[src/rtl/axil_regfile_rd_sequencer.sv]
// rtl/axil_regfile_rd_sequencer.sv - AXI-Lite window reader replaying registers as one AXI-Stream packet
module axil_regfile_rd_sequencer #(
  parameter int DATA_WIDTH = 64,
  parameter int ADDR_WIDTH = 32,
  parameter int STRB_WIDTH = DATA_WIDTH / 8,
  parameter int REG_NUM    = 1024
) (
  input  logic                  axil_clk,
  input  logic                  axil_rst,
  input  logic                  start,
  input  logic [ADDR_WIDTH-1:0] base_addr,
  input  logic [31:0]           word_num,
  output logic                  busy,
  output logic                  done,
  output logic                  err,
  output logic [ADDR_WIDTH-1:0] m_axil_araddr,
  output logic [2:0]            m_axil_arprot,
  output logic                  m_axil_arvalid,
  input  logic                  m_axil_arready,
  input  logic [DATA_WIDTH-1:0] m_axil_rdata,
  input  logic [1:0]            m_axil_rresp,
  input  logic                  m_axil_rvalid,
  output logic                  m_axil_rready,
  output logic [DATA_WIDTH-1:0] m_axis_tdata,
  output logic                  m_axis_tlast,
  output logic                  m_axis_tvalid,
  input  logic                  m_axis_tready
);

  typedef enum logic [2:0] {
    S_IDLE,
    S_AR,
    S_R,
    S_OUT,
    S_FIN
  } state_t;

  localparam logic [31:0]           REG_NUM_W = 32'(REG_NUM);
  localparam logic [ADDR_WIDTH-1:0] STRIDE    = ADDR_WIDTH'(STRB_WIDTH);

  state_t                  state_q, state_d;
  logic [31:0]             len_q, len_d;
  logic [31:0]             idx_q, idx_d;
  logic [ADDR_WIDTH-1:0]   araddr_q, araddr_d;
  logic [DATA_WIDTH-1:0]   tdata_q, tdata_d;
  logic                    err_q, err_d;
  logic [31:0]             len_clamped;
  logic                    last_word;

  assign len_clamped = (word_num > REG_NUM_W) ? REG_NUM_W : word_num;
  assign last_word   = (idx_q == len_q - 32'd1);

  always_ff @(posedge axil_clk) begin
    if (axil_rst) begin
      state_q  <= S_IDLE;
      len_q    <= '0;
      idx_q    <= '0;
      araddr_q <= '0;
      tdata_q  <= '0;
      err_q    <= 1'b0;
    end else begin
      state_q  <= state_d;
      len_q    <= len_d;
      idx_q    <= idx_d;
      araddr_q <= araddr_d;
      tdata_q  <= tdata_d;
      err_q    <= err_d;
    end
  end

  // The address register steps by one stride per accepted word, tracking base + idx*stride.
  always_comb begin
    state_d  = state_q;
    len_d    = len_q;
    idx_d    = idx_q;
    araddr_d = araddr_q;
    tdata_d  = tdata_q;
    err_d    = err_q;
    case (state_q)
      S_IDLE: begin
        if (start) begin
          araddr_d = base_addr;
          len_d    = len_clamped;
          idx_d    = '0;
          err_d    = 1'b0;
          state_d  = (len_clamped == 32'd0) ? S_FIN : S_AR;
        end
      end
      S_AR: begin
        if (m_axil_arready) state_d = S_R;
      end
      S_R: begin
        if (m_axil_rvalid) begin
          tdata_d = m_axil_rdata;
          err_d   = err_q | (m_axil_rresp != 2'b00);
          state_d = S_OUT;
        end
      end
      S_OUT: begin
        if (m_axis_tready) begin
          if (last_word) begin
            state_d = S_FIN;
          end else begin
            idx_d    = idx_q + 32'd1;
            araddr_d = araddr_q + STRIDE;
            state_d  = S_AR;
          end
        end
      end
      S_FIN:   state_d = S_IDLE;
      default: state_d = S_IDLE;
    endcase
  end

  assign busy           = (state_q != S_IDLE);
  assign done           = (state_q == S_FIN);
  assign err            = err_q;
  assign m_axil_araddr  = araddr_q;
  assign m_axil_arprot  = 3'b000;
  assign m_axil_arvalid = (state_q == S_AR);
  assign m_axil_rready  = (state_q == S_R);
  assign m_axis_tdata   = tdata_q;
  assign m_axis_tvalid  = (state_q == S_OUT);
  assign m_axis_tlast   = (state_q == S_OUT) && last_word;

endmodule

[config.mk]
export PLATFORM = sky130hd
export DESIGN_NAME = axil_regfile_rd_sequencer
export DESIGN_NICKNAME = d
export VERILOG_FILES = /design/src/rtl/axil_regfile_rd_sequencer.sv
export SDC_FILE = /design/constraint.sdc
export NUM_CORES = 1
export LEC_CHECK = 0
export CAP_MARGIN = 20
export CELL_PAD_IN_SITES_DETAIL_PLACEMENT = 0
export CELL_PAD_IN_SITES_GLOBAL_PLACEMENT = 1
export CORE_MARGIN = 1
export CORE_UTILIZATION = 31
export DETAILED_ROUTE_END_ITERATION = 8
export GPL_TIMING_DRIVEN = 0
export PLACE_DENSITY_LB_ADDON = 0.1
export SYNTH_ARGS = -nofsm -noshare
export SYNTH_HDL_FRONTEND = slang
export SYNTH_SLANG_ARGS = --single-unit
[constraint.sdc]
create_clock -name axil_clk -period 4.3 [get_ports axil_clk]
set_clock_uncertainty 0.15 [all_clocks]
set_input_delay 1.29 -clock axil_clk [delete_from_list [all_inputs] [get_ports axil_clk]]
set_output_delay 1.29 -clock axil_clk [all_outputs]
set_load 0.03 [all_outputs]
==> results.toml <==
[timing]
fin_ws_ns = -0.125
slew_violations = 0
fin_crit_sh_pct = 103
final_hold_viol_count = 0
maxSlewHeadroom_pct = 36.4
setup_viol = 1
worst_pin_slew_ns = 0.946
fin_crit_ns = 4.42
rsz0062_at_grt = "true"
max_freq_mhz = 226

[clocking]
postCtsHoldBufs = 0
clk_transition_reported_paths_ns = 0.07
htreeDepth = 4
cts_tree = "yes"
root_buffer = "clkbuf_16"
cts_sinks = 164
clock_latency_ns = 0.44
clk_path_buf_depth = 2
numCtsBuffers = 17

[setup_path]
crit_top_cell = "or4_4"
crit_chain = "or4_4, or4_4, nor3_2, o211ai_1, a211oi_2, nand4_4, clkinvlp_4, buf_6"
worst_path_largest_cell_delay_ns = 0.55
critPathKind = "reg2out"
cp-end-kind = "primary output"
required_ns = 2.86
crit_slowest_cell = "or4_4"
cp_max_fo = 6
cp_num_buf_inv = 2
crit_family = "simple AND/OR/NAND/NOR gates"
worstSetupStartpointType = "flip-flop"
arrival_ns = 2.98

[grt]
grt_max_degree = 19
overflow = 0
grt_pass1_vias = 7960
grt_pass1_wl_um = 45100
grt_use_total_pct = 21.7
grt_antenna_before_repair = 0

[synthesis]
synth_area_leaders = "dfxtp_1, nand2_1, a21oi_1"
synth_compound_area_share_pct = 18.3
synth-seq-area-share_pct = 40.3
yosysTopAreaCell = "dfxtp_1"
yosys_warnings = 0
ys.flop_type = "dfxtp_1"
synthAdderAreaFrac_pct = 0.460
synthesis.area_mm2 = 0.00816
syn-instance-count = 1059
synth_top_family_by_area = "simple AND/OR/NAND/NOR gates"
ys_ff_latch = 164
synth_edf_count = 0
synth_area_per_cell_um2 = 7.70
synth_simple_gate_area_share_pct = 29.5
postSynth.asyncResetShare_pct = 0
synth.area.mux_share_pct = 0.874
yosysTopAreaCellShare_pct = 40.3
synth_xor_area_share_pct = 5.69
yosysUniqueCellTypes = 71

[floorplan]
chipHeight_um = 164
core_mm2 = 0.0259
num_rows = 59
start_util_pct = 31.5
fp.dieW_um = 164
dieArea_mm2 = 0.0270
io-pin-count = 242

[power_and_ir_drop]
leakage_nw = 4.29
total_power_w = 0.00415
peakVddDrop_v = 0.000244
power_density_mw_per_mm2 = 347

[route]
wirelength_um = 29500
routed_via_density = 5.04
wl_per_cell_um = 17.5
drtIter0Drc = 524
drc = 0
postRouteAntennaNets = 0
vias = 8511
first_pass_iters = 5

[place]
dp.final_hpwl_um = 21800
port_buffers = 238
dpl_cell_area_mm2 = 0.0110
place.gp.congestion = 0.864

[worst_hold_path]
hold_class = "reg2reg"

[flow_run]
drv_cap = 0

[finish]
drive_gt1_share_pct = 9.67
final.fill_count = 2599
n_antenna_cell = 0
nets = 1481
finalInstanceArea_mm2 = 0.0120
syn_to_final_growth_pct = 46.5

[run_status]
violations = "negative setup slack"
outcome = "complete, but fails checks"
-- sequential cells by signal, summed over array words and instances (netlist names) --
| signal | count |
|---|---|
| state_q | 3 |
| m_axil_araddr | 32 |
| len_q | 32 |
| m_axis_tdata | 64 |
| err | 1 |
| idx_q | 32 |
-- layout by cell type (no fill, tap or decap), drive strengths merged, types with 7 or more instances in the layout --
| cell | count |
|---|---|
| clkdlybuf4s50 | 236 |
| nand2 | 211 |
| dfxtp | 164 |
| a21oi | 117 |
| nor2 | 72 |
| clkbuf | 67 |
| buf | 46 |
| nand3 | 38 |
| o21ai | 33 |
| nor3 | 32 |
| xnor2 | 31 |
| inv | 30 |
| and2 | 28 |
| nand4 | 27 |
| nor4 | 27 |
| xor2 | 22 |
| a22o | 14 |
| or3 | 13 |
| and3 | 13 |
| a31oi | 12 |
| or4 | 11 |
| nand2b | 10 |
| o31ai | 7 |
| o32ai | 7 |
-- final timing paths --
check	from	end	slack, ns	cells past startpoint
setup / recovery	len_q[15]$_SDFFE_PP0P_	m_axis_tlast	-0.12	8
hold reg to reg	m_axis_tdata[59]$_SDFFE_PP0P_	m_axis_tdata[59]$_SDFFE_PP0P_	0.30	2
setup reg to reg	len_q[15]$_SDFFE_PP0P_	idx_q[26]$_SDFFE_PP0P_	0.74	11
hold / removal	m_axis_tdata[59]$_SDFFE_PP0P_	m_axis_tdata[59]$_SDFFE_PP0P_	0.30	2
-- layout make-up --
cell class	instances	area, um2	share of cell area (%)
repair buffers	269	2620	21.9
clock inverters	14	160	1.34
multi-input cells	804	4640	38.9
clock buffers	18	439	3.67
flip-flops and latches	164	3310	27.7
well taps	335	419	3.51
plain buffers	63	273	2.28
inverters	23	91.3	0.764
-- through the flow --
stage / utilization (%) / setup slack [ns] / TNS [ns] / instances / hold WS [ns]
after floorplan: - / 0.0401 / 0 / 1061 / 0.300
after global placement: 42.3 / -1.31 / -6.05 / 1634 / 0.290
after detailed placement: 42.4 / -1.31 / -1.31 / 1635 / 0.293
after CTS: 45.3 / -0.308 / -0.308 / 1674 / 0.306
after global routing: 46.1 / -0.258 / -0.258 / 1690 / 0.321
final: 46.1 / -0.125 / -0.125 / 1690 / 0.304
-- worst min-delay path: stages, from the launching register on --
cell and delay [ns]:
dfxtp_1 0.31, nand2_1 0.05, a21oi_1 0.05
-- power by group --
| part | switching (W) | internal [W] |
|---|---|---|
| Combinational | 0.000515 | 0.000380 |
| Clock | 0.000728 | 0.000846 |
| Sequential | 0.0000907 | 0.00159 |
-- synth_stat cells (all sizes together), types with 13 or more instances --
library cell,count
clkbuf,51
nand2,211
dfxtp,164
a21oi,117
nor3,32
inv,22
or3,13
a22o,14
and3,13
buf,19
nand3,38
and2,28
xor2,22
nor4,27
nor2,72
o21ai,33
xnor2,31
nand4,27
-- what timing repair did --
| item | CTS | global route |
|---|---|---|
| resized for setup | 33 | 25 |
| pin swaps | 10 | 13 |
| setup buffers | 12 | 18 |
| endpoints found under the setup margin | 2 | 2 |
-- metal layers --
| layer | vias to the layer above | wire length (um) | track usage, % |
|---|---|---|---|
| met1 | 3945 | 13600 | 29.6 |
| li1 | 4294 | - | - |
| met2 | 252 | 13800 | 34.3 |
| met4 | 0 | 353 | 5.09 |
| met5 | - | 0 | 0 |
| met3 | 20 | 1750 | 5.13 |
-- cell families (layout without fill, tap and decap cells) --
kind of cell               count (synthesis)  after routing
and+or+nand+nor                          499            499
AOI/OAI and AO/OA                        239            239
DFF                                      164            164
buffers and inverters                     93            387
xor gates and xnor gates                  53             53
muxes                                      7              7
adders and majority gates                  3              3
other                                      1              3
No activity file was read; power rests on OpenSTA's default activity.
